<file path="src/rtl/avl_bus_resp_router_if.sv">
// Bus bundle between the n-to-1 arbiter/slave side and the read-response router.
// The "slave" modport is the router's view; "master" is the driver's view.
interface avl_bus_resp_router_if #(
   parameter int MASTER_NUM = 8,
   parameter int DATA_W     = 32,
   parameter int BURST_W    = 8,
   parameter int FIFO_DEPTH = 8
);
   localparam int SEL_W = (MASTER_NUM > 1) ? $clog2(MASTER_NUM) : 1;
   localparam int CNT_W = $clog2(FIFO_DEPTH) + 1;

   logic [SEL_W-1:0]      sel;
   logic                  cmd_read;
   logic                  cmd_accept;
   logic                  cmd_begin_burst;
   logic [BURST_W-1:0]    cmd_burst_count;
   logic [DATA_W-1:0]     s_read_data;
   logic                  s_read_data_valid;
   logic [DATA_W-1:0]     m_read_data;
   logic [MASTER_NUM-1:0] m_read_data_valid;
   logic                  cmd_stall;
   logic [CNT_W-1:0]      outstanding;
   logic                  err_overflow;
   logic                  err_unexpected;

   modport slave (
      input  sel, cmd_read, cmd_accept, cmd_begin_burst, cmd_burst_count,
      input  s_read_data, s_read_data_valid,
      output m_read_data, m_read_data_valid, cmd_stall, outstanding,
      output err_overflow, err_unexpected
   );

   modport master (
      output sel, cmd_read, cmd_accept, cmd_begin_burst, cmd_burst_count,
      output s_read_data, s_read_data_valid,
      input  m_read_data, m_read_data_valid, cmd_stall, outstanding,
      input  err_overflow, err_unexpected
   );
endinterface

</file>
<file path="src/rtl/avl_bus_resp_router.sv">
// Tracks accepted read commands in a FIFO of {grant, beats} entries and routes
// returning read beats to the master that issued them, one cycle later.
module avl_bus_resp_router #(
   parameter int MASTER_NUM = 8,
   parameter int DATA_W     = 32,
   parameter int BURST_W    = 8,
   parameter int FIFO_DEPTH = 8
) (
   input  logic clk,
   input  logic rest,
   avl_bus_resp_router_if.slave bus
);
   localparam int SEL_W = (MASTER_NUM > 1) ? $clog2(MASTER_NUM) : 1;
   localparam int PTR_W = $clog2(FIFO_DEPTH);
   localparam int CNT_W = PTR_W + 1;

   logic [SEL_W-1:0]      r_selMem  [FIFO_DEPTH];
   logic [BURST_W-1:0]    r_beatMem [FIFO_DEPTH];
   logic [PTR_W-1:0]      r_wrPtr;
   logic [PTR_W-1:0]      r_rdPtr;
   logic [CNT_W-1:0]      r_count;
   logic [BURST_W-1:0]    r_headCnt;
   logic [BURST_W-1:0]    r_cmdCnt;
   logic [MASTER_NUM-1:0] r_valid;
   logic [DATA_W-1:0]     r_data;
   logic                  r_errOvf;
   logic                  r_errUnx;

   logic                  w_accRead;
   logic                  w_cont;
   logic                  w_full;
   logic                  w_empty;
   logic                  w_pushReq;
   logic                  w_push;
   logic                  w_beat;
   logic                  w_pop;
   logic [BURST_W-1:0]    w_entryBeats;
   logic [BURST_W-1:0]    w_headRem;
   logic [SEL_W-1:0]      w_headSel;
   logic [MASTER_NUM-1:0] w_oneHot;

   assign w_accRead    = bus.cmd_accept && bus.cmd_read;
   assign w_cont       = (r_cmdCnt != '0);
   assign w_full       = (r_count == CNT_W'(FIFO_DEPTH));
   assign w_empty      = (r_count == '0);
   assign w_pushReq    = w_accRead && !w_cont;
   assign w_push       = w_pushReq && !w_full;
   assign w_entryBeats = (bus.cmd_begin_burst && (bus.cmd_burst_count != '0)) ?
                         bus.cmd_burst_count : BURST_W'(1);
   // A head counter of zero means "not yet loaded": take the count straight from the entry.
   assign w_headRem    = (r_headCnt == '0) ? r_beatMem[r_rdPtr] : r_headCnt;
   assign w_headSel    = r_selMem[r_rdPtr];
   assign w_beat       = bus.s_read_data_valid && !w_empty;
   assign w_pop        = w_beat && (w_headRem == BURST_W'(1));

   always_comb begin
      w_oneHot = '0;
      for (int i = 0; i < MASTER_NUM; i++) begin
         if (w_headSel == SEL_W'(i)) w_oneHot[i] = 1'b1;
      end
   end

   always_ff @(posedge clk) begin
      if (w_push) begin
         r_selMem[r_wrPtr]  <= bus.sel;
         r_beatMem[r_wrPtr] <= w_entryBeats;
      end
   end

   always_ff @(posedge clk) begin
      if (rest) begin
         r_wrPtr   <= '0;
         r_rdPtr   <= '0;
         r_count   <= '0;
         r_headCnt <= '0;
      end else begin
         if (w_push) r_wrPtr <= r_wrPtr + PTR_W'(1);
         if (w_pop)  r_rdPtr <= r_rdPtr + PTR_W'(1);
         case ({w_push, w_pop})
            2'b10:   r_count <= r_count + CNT_W'(1);
            2'b01:   r_count <= r_count - CNT_W'(1);
            default: r_count <= r_count;
         endcase
         if (w_beat) r_headCnt <= w_pop ? '0 : (w_headRem - BURST_W'(1));
      end
   end

   // Remaining continuation beats of the burst command currently being issued.
   always_ff @(posedge clk) begin
      if (rest) begin
         r_cmdCnt <= '0;
      end else if (w_accRead) begin
         if (w_cont)                                                   r_cmdCnt <= r_cmdCnt - BURST_W'(1);
         else if (bus.cmd_begin_burst && (bus.cmd_burst_count != '0))  r_cmdCnt <= bus.cmd_burst_count - BURST_W'(1);
         else                                                          r_cmdCnt <= '0;
      end
   end

   always_ff @(posedge clk) begin
      if (rest) begin
         r_valid  <= '0;
         r_data   <= '0;
         r_errOvf <= 1'b0;
         r_errUnx <= 1'b0;
      end else begin
         r_valid <= w_beat ? w_oneHot : '0;
         if (w_beat) r_data <= bus.s_read_data;
         if (w_pushReq && w_full) r_errOvf <= 1'b1;
         if (bus.s_read_data_valid && w_empty) r_errUnx <= 1'b1;
      end
   end

   assign bus.m_read_data       = r_data;
   assign bus.m_read_data_valid = r_valid;
   assign bus.cmd_stall         = w_full;
   assign bus.outstanding       = r_count;
   assign bus.err_overflow      = r_errOvf;
   assign bus.err_unexpected    = r_errUnx;
endmodule

</file>
<file path="src/flat_wrapper.sv">
// flat-port wrapper written by rule: the top's interface ports become plain ports
module avl_bus_resp_router_flat 
#(
   parameter int MASTER_NUM = 8,
   parameter int DATA_W     = 32,
   parameter int BURST_W    = 8,
   parameter int FIFO_DEPTH = 8
)
  (clk, rest, bus_sel, bus_cmd_read, bus_cmd_accept, bus_cmd_begin_burst, bus_cmd_burst_count, bus_s_read_data, bus_s_read_data_valid, bus_m_read_data, bus_m_read_data_valid, bus_cmd_stall, bus_outstanding, bus_err_overflow, bus_err_unexpected);
  avl_bus_resp_router_if #(.MASTER_NUM(MASTER_NUM), .DATA_W(DATA_W), .BURST_W(BURST_W), .FIFO_DEPTH(FIFO_DEPTH)) bus_i ();
  input  logic clk;
  input  logic rest;
  input wire logic [$bits(bus_i.sel)-1:0] bus_sel;
  input wire logic [$bits(bus_i.cmd_read)-1:0] bus_cmd_read;
  input wire logic [$bits(bus_i.cmd_accept)-1:0] bus_cmd_accept;
  input wire logic [$bits(bus_i.cmd_begin_burst)-1:0] bus_cmd_begin_burst;
  input wire logic [$bits(bus_i.cmd_burst_count)-1:0] bus_cmd_burst_count;
  input wire logic [$bits(bus_i.s_read_data)-1:0] bus_s_read_data;
  input wire logic [$bits(bus_i.s_read_data_valid)-1:0] bus_s_read_data_valid;
  output wire logic [$bits(bus_i.m_read_data)-1:0] bus_m_read_data;
  output wire logic [$bits(bus_i.m_read_data_valid)-1:0] bus_m_read_data_valid;
  output wire logic [$bits(bus_i.cmd_stall)-1:0] bus_cmd_stall;
  output wire logic [$bits(bus_i.outstanding)-1:0] bus_outstanding;
  output wire logic [$bits(bus_i.err_overflow)-1:0] bus_err_overflow;
  output wire logic [$bits(bus_i.err_unexpected)-1:0] bus_err_unexpected;
  assign bus_i.sel = bus_sel;
  assign bus_i.cmd_read = bus_cmd_read;
  assign bus_i.cmd_accept = bus_cmd_accept;
  assign bus_i.cmd_begin_burst = bus_cmd_begin_burst;
  assign bus_i.cmd_burst_count = bus_cmd_burst_count;
  assign bus_i.s_read_data = bus_s_read_data;
  assign bus_i.s_read_data_valid = bus_s_read_data_valid;
  assign bus_m_read_data = bus_i.m_read_data;
  assign bus_m_read_data_valid = bus_i.m_read_data_valid;
  assign bus_cmd_stall = bus_i.cmd_stall;
  assign bus_outstanding = bus_i.outstanding;
  assign bus_err_overflow = bus_i.err_overflow;
  assign bus_err_unexpected = bus_i.err_unexpected;
  avl_bus_resp_router #(.MASTER_NUM(MASTER_NUM), .DATA_W(DATA_W), .BURST_W(BURST_W), .FIFO_DEPTH(FIFO_DEPTH)) u_core (.clk(clk), .rest(rest), .bus(bus_i));
endmodule
</file>
<file path="config.mk">
export PLATFORM = sky130hd
export DESIGN_NAME = avl_bus_resp_router_flat
export DESIGN_NICKNAME = d
export VERILOG_FILES = /design/src/rtl/avl_bus_resp_router_if.sv /design/src/rtl/avl_bus_resp_router.sv /design/src/flat_wrapper.sv
export SDC_FILE = /design/constraint.sdc
export NUM_CORES = 1
export LEC_CHECK = 0
export BUFFER_PORTS_ARGS = -buffer_cell sky130_fd_sc_hd__buf_2
export CAP_MARGIN = 0
export CORE_AREA = 2 2 125 127
export DETAILED_ROUTE_END_ITERATION = 8
export DIE_AREA = 0 0 127 129
export HOLD_SLACK_MARGIN = 0.1
export SKIP_LAST_GASP = 1
export SYNTH_ARGS = -nofsm -noshare
export SYNTH_HDL_FRONTEND = slang
export SYNTH_SLANG_ARGS = --single-unit
</file>
<file path="constraint.sdc">
create_clock -name clk -period 9 [get_ports clk]
set_input_delay 0 -clock clk [delete_from_list [all_inputs] [get_ports clk]]
set_output_delay 0 -clock clk [all_outputs]
set_load 0.02 [all_outputs]
</file>
Word level (Yosys, flattened, before mapping):

Memory sizes are Yosys's and may differ from the RTL's. A register that Yosys moved wholly into a read port is not among the register bits.
Index checks and enable logic that the tools add are counted.

* memories kept: 2
* bits of input ports: 49
* word-level logic and storage cells: 68
* register bits after elaboration: 68
* bits in writable memories: 88
* output and inout port bits: 47

Memory list
* u_core.r_beatMem: depth 8, bits a word 8, rd ports 1, clocked after Yosys merged registers in 1, write ports 1, RTL line avl_bus_resp_router.sv:18 `logic [BURST_W-1:0] r_beatMem [FIFO_DEPTH];`
* u_core.r_selMem: depth 8, bits a word 3, rd ports 1, clocked after Yosys merged registers in 1, write ports 1, RTL line avl_bus_resp_router.sv:17 `logic [SEL_W-1:0] r_selMem [FIFO_DEPTH];`

* multiplexer cells: 20
* $add $sub $neg: 7
* reduce and logical (&&, ||, !) cells: 18
* bitwise operators: 1
* equality and inequality tests: 11

Operators with widths (number)
* 2-to-1 mux 8 bit: 5
* subtractor 8 x 1 -> 8 bit, second input constant: 3
* nonzero test 8 bit: 2
* equality test 3 bit, second input constant: 4
* 2-to-1 mux 3 bit: 4
* 2-to-1 mux 1 bit: 10
* equality test 8 x 1 -> 1 bit, second input constant: 1
* logical AND 1 bit: 8
* logical NOT 8 bit: 1
* case mux 4 bit (2 select lines): 1
* adder 3 x 1 -> 3 bit, second input constant: 2
* equality test 3 x 2 -> 1 bit, second input constant: 2
* adder 4 x 1 -> 4 bit, second input constant: 1
* equality test 4 bit, second input constant: 1
* logical NOT 4 bit: 1
* subtractor 4 x 1 -> 4 bit, second input constant: 1
* equality test 3 x 1 -> 1 bit, second input constant: 1
* logical NOT 1 bit: 3
* logical NOT 3 bit: 1
* equality test 2 x 1 -> 1 bit, second input constant: 1
* equality test 2 bit, second input constant: 1
* nonzero test 2 bit: 1
* OR reduction 2 bit: 1
* inverter 1 bit: 1

Longest topological paths before layout:

Gate-level depths: netlist (run 1).

* depth in word-level cells: 6
* depth in mapped cells: 18

Worst setup path before layout (run 1):

Ideal clock, no wire load.

* path kind: register -> register
* start: reg with a tool-made name
* end: reg u_core.r_count[2], in the netlist u_core.bus.outstanding[2]
* required time: 8930 ps
* setup slack: 5549 ps
* library setup time: 70 ps
* arrival: 3380 ps
* cell stages (with the launch flop): 18
* buffers on the path: 2
* path through: dfxtp_1 -> buf_6 -> buf_2 -> mux4_2 -> mux2i_1 -> nor2_1 -> nor2_1 -> inv_1 -> ha_1 -> nand4b_4 -> nor3_4 -> ha_1 -> xor2_1 -> ha_1 -> a21oi_1 -> xor2_1 -> or3_1 -> a21oi_1

RTL lines
* to (signal assigned): RTL line avl_bus_resp_router.sv:80 `2'b10: r_count <= r_count + CNT_W'(1);`
* to (signal assigned): RTL line avl_bus_resp_router.sv:81 `2'b01: r_count <= r_count - CNT_W'(1);`
* to (signal assigned): RTL line avl_bus_resp_router.sv:82 `default: r_count <= r_count;`
* to (decl): RTL line avl_bus_resp_router.sv:21 `logic [CNT_W-1:0] r_count;`

==> results of run 1 <==
-- critical path, delay by kind of cell (launching register included) --
family          cells  cell delay [ps]
flops               1              320
mux                 2              890
fa+ha+maj           3              740
simple gates        5             1030
buf+inv             1              330
compound gates      2              190
xor+xnor            2              350
-- how the worst max path moves through the flow --
| stage | slack, ps | end | startpoint |
|---|---|---|---|
| finish | 5070 | u_core.bus.outstanding[2]$_SDFFE_PP0P_ | flop |
| global route | 4730 | u_core.bus.outstanding[2]$_SDFFE_PP0P_ | flop |
| CTS | 5080 | u_core.bus.outstanding[2]$_SDFFE_PP0P_ | flop |
| detailed placement | 5090 | u_core.bus.outstanding[2]$_SDFFE_PP0P_ | flop |
| global placement | 5290 | u_core.bus.outstanding[2]$_SDFFE_PP0P_ | flop |
| floorplan | 5550 | u_core.bus.outstanding[2]$_SDFFE_PP0P_ | flop |
-- state kept, by name, summed over array words and instances (netlist names), named ones only --
register,cells
u_core.r_beatMem,64
u_core.bus.m_read_data,32
u_core.r_selMem,24
u_core.bus.m_read_data_valid,8
u_core.r_cmdCnt,8
u_core.r_headCnt,8
u_core.bus.outstanding,4
u_core.r_rdPtr,3
u_core.r_wrPtr,3
u_core.bus.err_overflow,1
u_core.bus.err_unexpected,1
-- layout make-up --
class                           count  area [um^2]  share of cell area, %
Timing Repair Buffer              152         1011                  12.00
Multi-Input combinational cell    359         2476                  29.38
Inverter                            9        33.78                 0.4009
Sequential cell                   159         4064                  48.23
Clock buffer                       17        425.4                  5.048
Clock inverter                     15        181.4                  2.153
Tap cell                          188        235.2                  2.791
-- through the flow --
step	area (um^2)	utilization, %
floorplan	6686	-
global placement	7390	49.34
detailed placement	7390	49.34
CTS	8427	56.27
global route	8427	56.27
finish	8427	56.27
-- cells in the final DEF, fill, tap and decap left out, drive strengths merged, types with 7 or more instances in the layout --
cell / synthesis / layout
buf: 12 / 109
nand2: 90 / 90
edfxtp: 88 / 88
dfxtp: 71 / 71
nor2: 53 / 53
a21oi: 49 / 49
dlygate4sd3: 0 / 43
mux4: 19 / 19
clkbuf: 15 / 17
mux2i: 15 / 15
inv: 9 / 15
o21ai: 11 / 11
nor3: 11 / 11
ha: 10 / 10
and2: 9 / 9
nor4: 7 / 7
nand2b: 7 / 7
xnor2: 7 / 7
mux2: 7 / 7
-- report_power, final --
group          internal, W  switching [W]
logic            0.0000905       0.000137
registers         0.000787      0.0000148
clock network     0.000439       0.000290
total              0.00132       0.000442
-- cell families after synthesis --
kind of cell / Yosys count
AOI/OAI and AO/OA: 88
and+or+nand+nor: 207
muxes: 41
buffers and inverters: 36
xor gates and xnor gates: 13
DFF: 159
adders and majority gates: 10
-- routing by layer --
metal / wire (um) / part of all wire (%)
met1: 6394 / 45
met2: 7183 / 50
met3: 579 / 4.1
met4: 136 / 0.95
met5: 0 / 0
==> results.txt, run 1 <==
sequential area share after synthesis -> 60.78%
grt total ovfl -> 0
worst-path maximum fanout -> 22
YS warnings -> 0
Max Cap Violations -> 0
CP Class -> reg -> reg
Max-slew headroom -> 45.97%
maximum vdd drop -> 0.1329 mV
CP required -> 9350 ps
ordered list of cells on the worst path -> buf_4, mux4_1, mux2i_1, nor2_1, nor2_1, ha_1, nand4b_4, nor3_4, ha_1, xor2_1, ha_1, a21oi_1, xor2_1, or3_1, a21oi_1
largest family of logic cells by synthesized area -> simple AND/OR/NAND/NOR gates
Post-synth top flop -> edfxtp_1
largest net degree at the start of global routing -> 63
Reg2Reg Depth -> 15
Fmax -> 0.2545 GHz
Worst setup SP type -> flop
setup_tns -> 0 ps
Layout Nets -> 757
Hold Path Stages -> 4
Yosys top cell area share -> 39.52%
cts repair resizes -> 0
Initial Util -> 44.64%
Final Hold Fails -> 0
Routed WL -> 14290 um
RSZ-0062 raised after global routing -> false
met3 Use GR -> 4.075%
Synth cell types -> 58
htree depth -> 4
Post-Place Setup Slack -> 5091 ps
GR peak layer -> met2
area share of fa/ha/maj cells after synthesis -> 1.871%
total chip power -> 0.001759 W
post-synthesis compound-gate area fraction -> 8.421%
r2r setup slk -> 5070 ps
Tcrit/Tclk final -> 43.66%
vias -> 4689
Skew-Pair Late Insertion Delay -> 420 ps
antenna cells -> 0
fillers -> 1229
drt drc -> 0
Root Buffer -> clkbuf_16
Post-Syn Area -> 6686 um^2
HP Class -> in -> reg
Hold-fix buffers, CTS -> 43
mux share of post-synthesis cell area -> 10.33%
global-route wire length before repair -> 22570 um
CTS tree -> done
cell at the slowest stage of the critical path -> mux4_1
synthesized area per cell -> 12.07 um^2
min-delay src -> bus_cmd_accept
clock net sink count -> 159
GP Congestion -> 0.8304
Post-Synth Simple-Gate Area -> 14.67%
critical path's most frequent cell -> ha_1
Core Region -> 14980 um^2
PwrDens -> 208.7 nW/um^2
DP HPWL -> 9332 um
CTS Buffer Depth -> 2
EDFF count, synth -> 88
Crit. End Element -> flop
Async SR Flop Fraction -> 0%
TritonCTS buffer count -> 17
antenna violations before repair -> 0
final setup vio count -> 0
CP max stage delay -> 590 ps
gr usage total -> 17.83%
Slew Limit Fails -> 0
status -> finished, final reports clean
Final Non-Filler Cells -> 899
Placed Instances -> 824
CTS clk-pin slew, worst paths -> 60 ps
Setup Buffers After CTS -> 0
Cells after Synth -> 554
grt met2 use -> 31.02%
Pleak -> 3.122 nW
global-route met1 utilization -> 22.25%
Post-synth top cells -> nand2_1, edfxtp_1, dfxtp_1
Port Buffers -> 95
DRT iter0 DRCs -> 318
xor/xnor share of the synthesized area -> 1.703%
actual slew at the worst max-slew pin -> 809.3 ps
synthesized net count -> 613
Synth-to-Final Area Change -> 26.03%
worst hold slack -> 130.6 ps
site row count -> 45
reg2reg end -> u_core.bus.outstanding[2]$_SDFFE_PP0P_
die area -> 16380 um^2
DIE WIDTH -> 127 um
first-pass detailed-route iteration total -> 4
Final min period -> 3929 ps
Die Ht -> 129 um
vias per cell -> 5.216
Routed Antenna Nets -> 0
FF+latch count, synth -> 159
Synth area leader -> edfxtp_1
number of global-route vias before repair -> 4465
PnR worst setup slack -> 5071 ps
crit path DAT -> 4280 ps
post-DR wirelength/cell -> 15.90 um
clock skew -> 8.279 ps
Synth area leaders -> edfxtp_1, dfxtp_1, nand2_1
most common cell in the netlist -> nand2_1
I/O Pins -> 96
layout cells sized above 1 -> 23.49%
worst hold endpoint -> u_core.r_cmdCnt[4]$_SDFFE_PP0P_
No activity file was read; power rests on OpenSTA's default activity.
==> run 2, diff against run 1 <==
Settings changed: PLACE_DENSITY set to 0.67.
Clock period 9 ns to 3.5 ns, I/O delays scaled along.
==> run 2 against run 1 <==
Against the previous run: core utilization grew 0.32 points; cell count rose by 0.67%; die area unchanged; largest cell class unchanged.
==> results.txt, run 2 (synthesis gave the netlist of run 1 again) <==
status -> finished, final reports clean
Tcrit/Tclk final -> 95.85% (+52 points)
Reg2Reg Depth -> 15 (unchanged)
Post-Place Setup Slack -> 13.14 ps (-5078 ps)
Final min period -> 3355 ps (-574.4 ps)
Worst setup SP type -> flop
DP HPWL -> 9516 um (+2.0%)
actual slew at the worst max-slew pin -> 618.0 ps (-191.3 ps)
ordered list of cells on the worst path -> buf_12, mux4_1, mux2i_2, nor2_1, nor2_2, ha_2, nand4b_4, nor3_4, ha_4, xor2_1, ha_1, a21oi_1, xor2_1, or3_1, a21oi_1
Skew-Pair Late Insertion Delay -> 410 ps (about the same)
global-route wire length before repair -> 23300 um (+3.2%)
Max Cap Violations -> 0 (unchanged)
PnR worst setup slack -> 145.1 ps (-4926 ps)
worst hold slack -> 120.3 ps (-10.30 ps)
Routed WL -> 14410 um (+0.78%)
most frequent cells in the layout -> buf_2, nand2_1, edfxtp_1
vias -> 4767 (+1.7%)
final setup vio count -> 0 (unchanged)
DP Area -> 7470 um^2 (+1.1%)
crit path DAT -> 3700 ps (-580 ps)
Layout Nets -> 764 (+0.92%)
Synth-to-Final Area Change -> 26.74%
Hold Path Stages -> 5 (+1)
Pleak -> 3.148 nW (+0.82%)
number of global-route vias before repair -> 4686 (+4.9%)
vias per cell -> 5.267 (+0.99%)
r2r setup slk -> 150 ps (-4930 ps)
largest reg by FF count -> u_core.r_beatMem
CTS tree -> done
gr usage total -> 18.17% (+0.34 points)
Fmax -> 0.2981 GHz (+17%)
worst hold endpoint -> u_core.r_cmdCnt[7]$_SDFFE_PP0P_
DRT iter0 DRCs -> 354 (+11%)
maximum vdd drop -> 0.3511 mV (+160%)
drt drc -> 0 (unchanged)
max reg flops -> 64 (unchanged)
PwrDens -> 520.2 nW/um^2 (+150%)
Die Ht -> 129 um (unchanged)
internal power -> 0.003307 W (+150%)
met3 WL -> 674 um (+16%)
Slew Limit Fails -> 0 (unchanged)
Root Buffer -> clkbuf_16
Final Hold Fails -> 0 (unchanged)
M1 wire length -> 6296 um (-1.5%)
layout cells sized above 1 -> 24.97% (+1.5 points)
die area -> 16380 um^2 (unchanged)
CTS clk-pin slew, worst paths -> 60 ps (about the same)
post-DR wirelength/cell -> 15.92 um (+0.12%)
antenna cells -> 0 (unchanged)
DIE WIDTH -> 127 um (unchanged)
combinational share of power -> 13.5% (+0.6 points)
metal2 WL -> 7198 um (+0.21%)
final core occ -> 56.58% (+0.32 points)
largest net degree at the start of global routing -> 45 (-29%)
Port Buffers -> 95 (unchanged)
design area -> 8474 um^2 (+0.56%)
CP required -> 3840 ps (-5510 ps)
TritonCTS buffer count -> 17 (unchanged)
antenna violations before repair -> 0 (unchanged)
grt total ovfl -> 0 (unchanged)
NetSw -> 0.001101 W (+150%)
commonest non-fill, non-tap cell in the layout -> buf_2
CTS Buffer Depth -> 2 (unchanged)
clock net sink count -> 159 (unchanged)
Core Region -> 14980 um^2 (unchanged)
htree depth -> 4 (unchanged)
site row count -> 45 (unchanged)
HP Class -> in -> reg
GP Congestion -> 0.8828 (+6.3%)
cell at the slowest stage of the critical path -> mux4_1
Initial Util -> 44.64% (unchanged)
min-delay src -> bus_cmd_burst_count[7]
Clock Power Share -> 39.7% (-1.8 points)
I/O Pins -> 96 (unchanged)
CP max stage delay -> 590 ps (about the same)
worst-path maximum fanout -> 17 (-23%)
Net Sw Frac -> 24.97% (-0.15 points)
reg2reg end -> u_core.bus.outstanding[2]$_SDFFE_PP0P_
first-pass detailed-route iteration total -> 5 (+1)
Max-slew headroom -> 58.75% (+13 points)
Reg power frac -> 46.8% (+1.2 points)
Highest Signal Layer -> met4
Crit. End Element -> flop
clock skew -> 8.357 ps (+0.07749 ps)
CP Class -> reg -> reg
Routed Antenna Nets -> 0 (unchanged)
-- run 2: final cells by class --
cell class,instances,area [um^2]
Tap cell,188,235.2
Clock inverter,14,141.4
Sequential cell,159,4064
Fill cell,1210,6502
Clock buffer,17,425.4
Timing Repair Buffer,159,1071
Inverter,9,33.78
Multi-Input combinational cell,359,2504
-- run 2: timing repair --
| action | in CTS | in global routing |
|---|---|---|
| buffers inserted | 0 | 0 |
| hold buffers | 41 | 0 |
| gates resized for setup | 1 | 5 |
| endpoints found under the hold margin | 79 | 0 |
| setup endpoints to repair | 1 | 2 |
-- run 2: worst max-delay path by stage --
stage / start / to / slack (ps) / depth (start not counted)
after floorplan: flop / u_core.bus.outstanding[2]$_SDFFE_PP0P_ / 50 / 17
after global placement: flop / u_core.bus.outstanding[2]$_SDFFE_PP0P_ / 160 / 15
after detailed placement: flop / u_core.bus.outstanding[2]$_SDFFE_PP0P_ / 10 / 15
after CTS: flop / u_core.bus.outstanding[2]$_SDFFE_PP0P_ / 30 / 15
after global routing: flop / u_core.bus.outstanding[2]$_SDFFE_PP0P_ / -9 / 15
final: flop / u_core.bus.outstanding[2]$_SDFFE_PP0P_ / 150 / 15
-- run 2: layer usage --
metal	global-route usage (%)	vias up
met5	0	-
met4	6.981	0
met3	4.449	26
met2	29.98	142
met1	23.37	2290
li1	-	2309
-- run 2: power by group through the flow --
| stage | clock, W | combinational [W] | sequential, W |
|---|---|---|---|
| after detailed placement | 0 | 0.000546 | 0.00210 |
| after floorplan | 0 | 0.000367 | 0.00212 |
| after CTS | 0.00179 | 0.000585 | 0.00206 |
| after global routing | 0.00187 | 0.000654 | 0.00207 |
| after global placement | 0 | 0.000536 | 0.00210 |
| final | 0.00175 | 0.000596 | 0.00206 |
-- run 2: worst max-delay path: cells and delay by family (launching register included) --
kind                     cells  cell delay [ps]
buffers and inverters        1              170
XOR/XNOR                     2              340
AO/OA/AOI/OAI                2              190
AND/OR/NAND/NOR              5              820
adder cells (fa/ha/maj)      3              580
flip-flops                   1              350
multiplexers                 2              820
-- run 2: per-stage QoR --
step | setup TNS, ps | power [W] | cells
2_1_floorplan | 0 | 0.002486 | 554
3_3_place_gp | 0 | 0.002633 | 833
3_5_place_dp | 0 | 0.002646 | 833
4_1_cts | 0 | 0.004434 | 905
5_1_grt | -8.839 | 0.004588 | 905
6_report | 0 | 0.004408 | 905
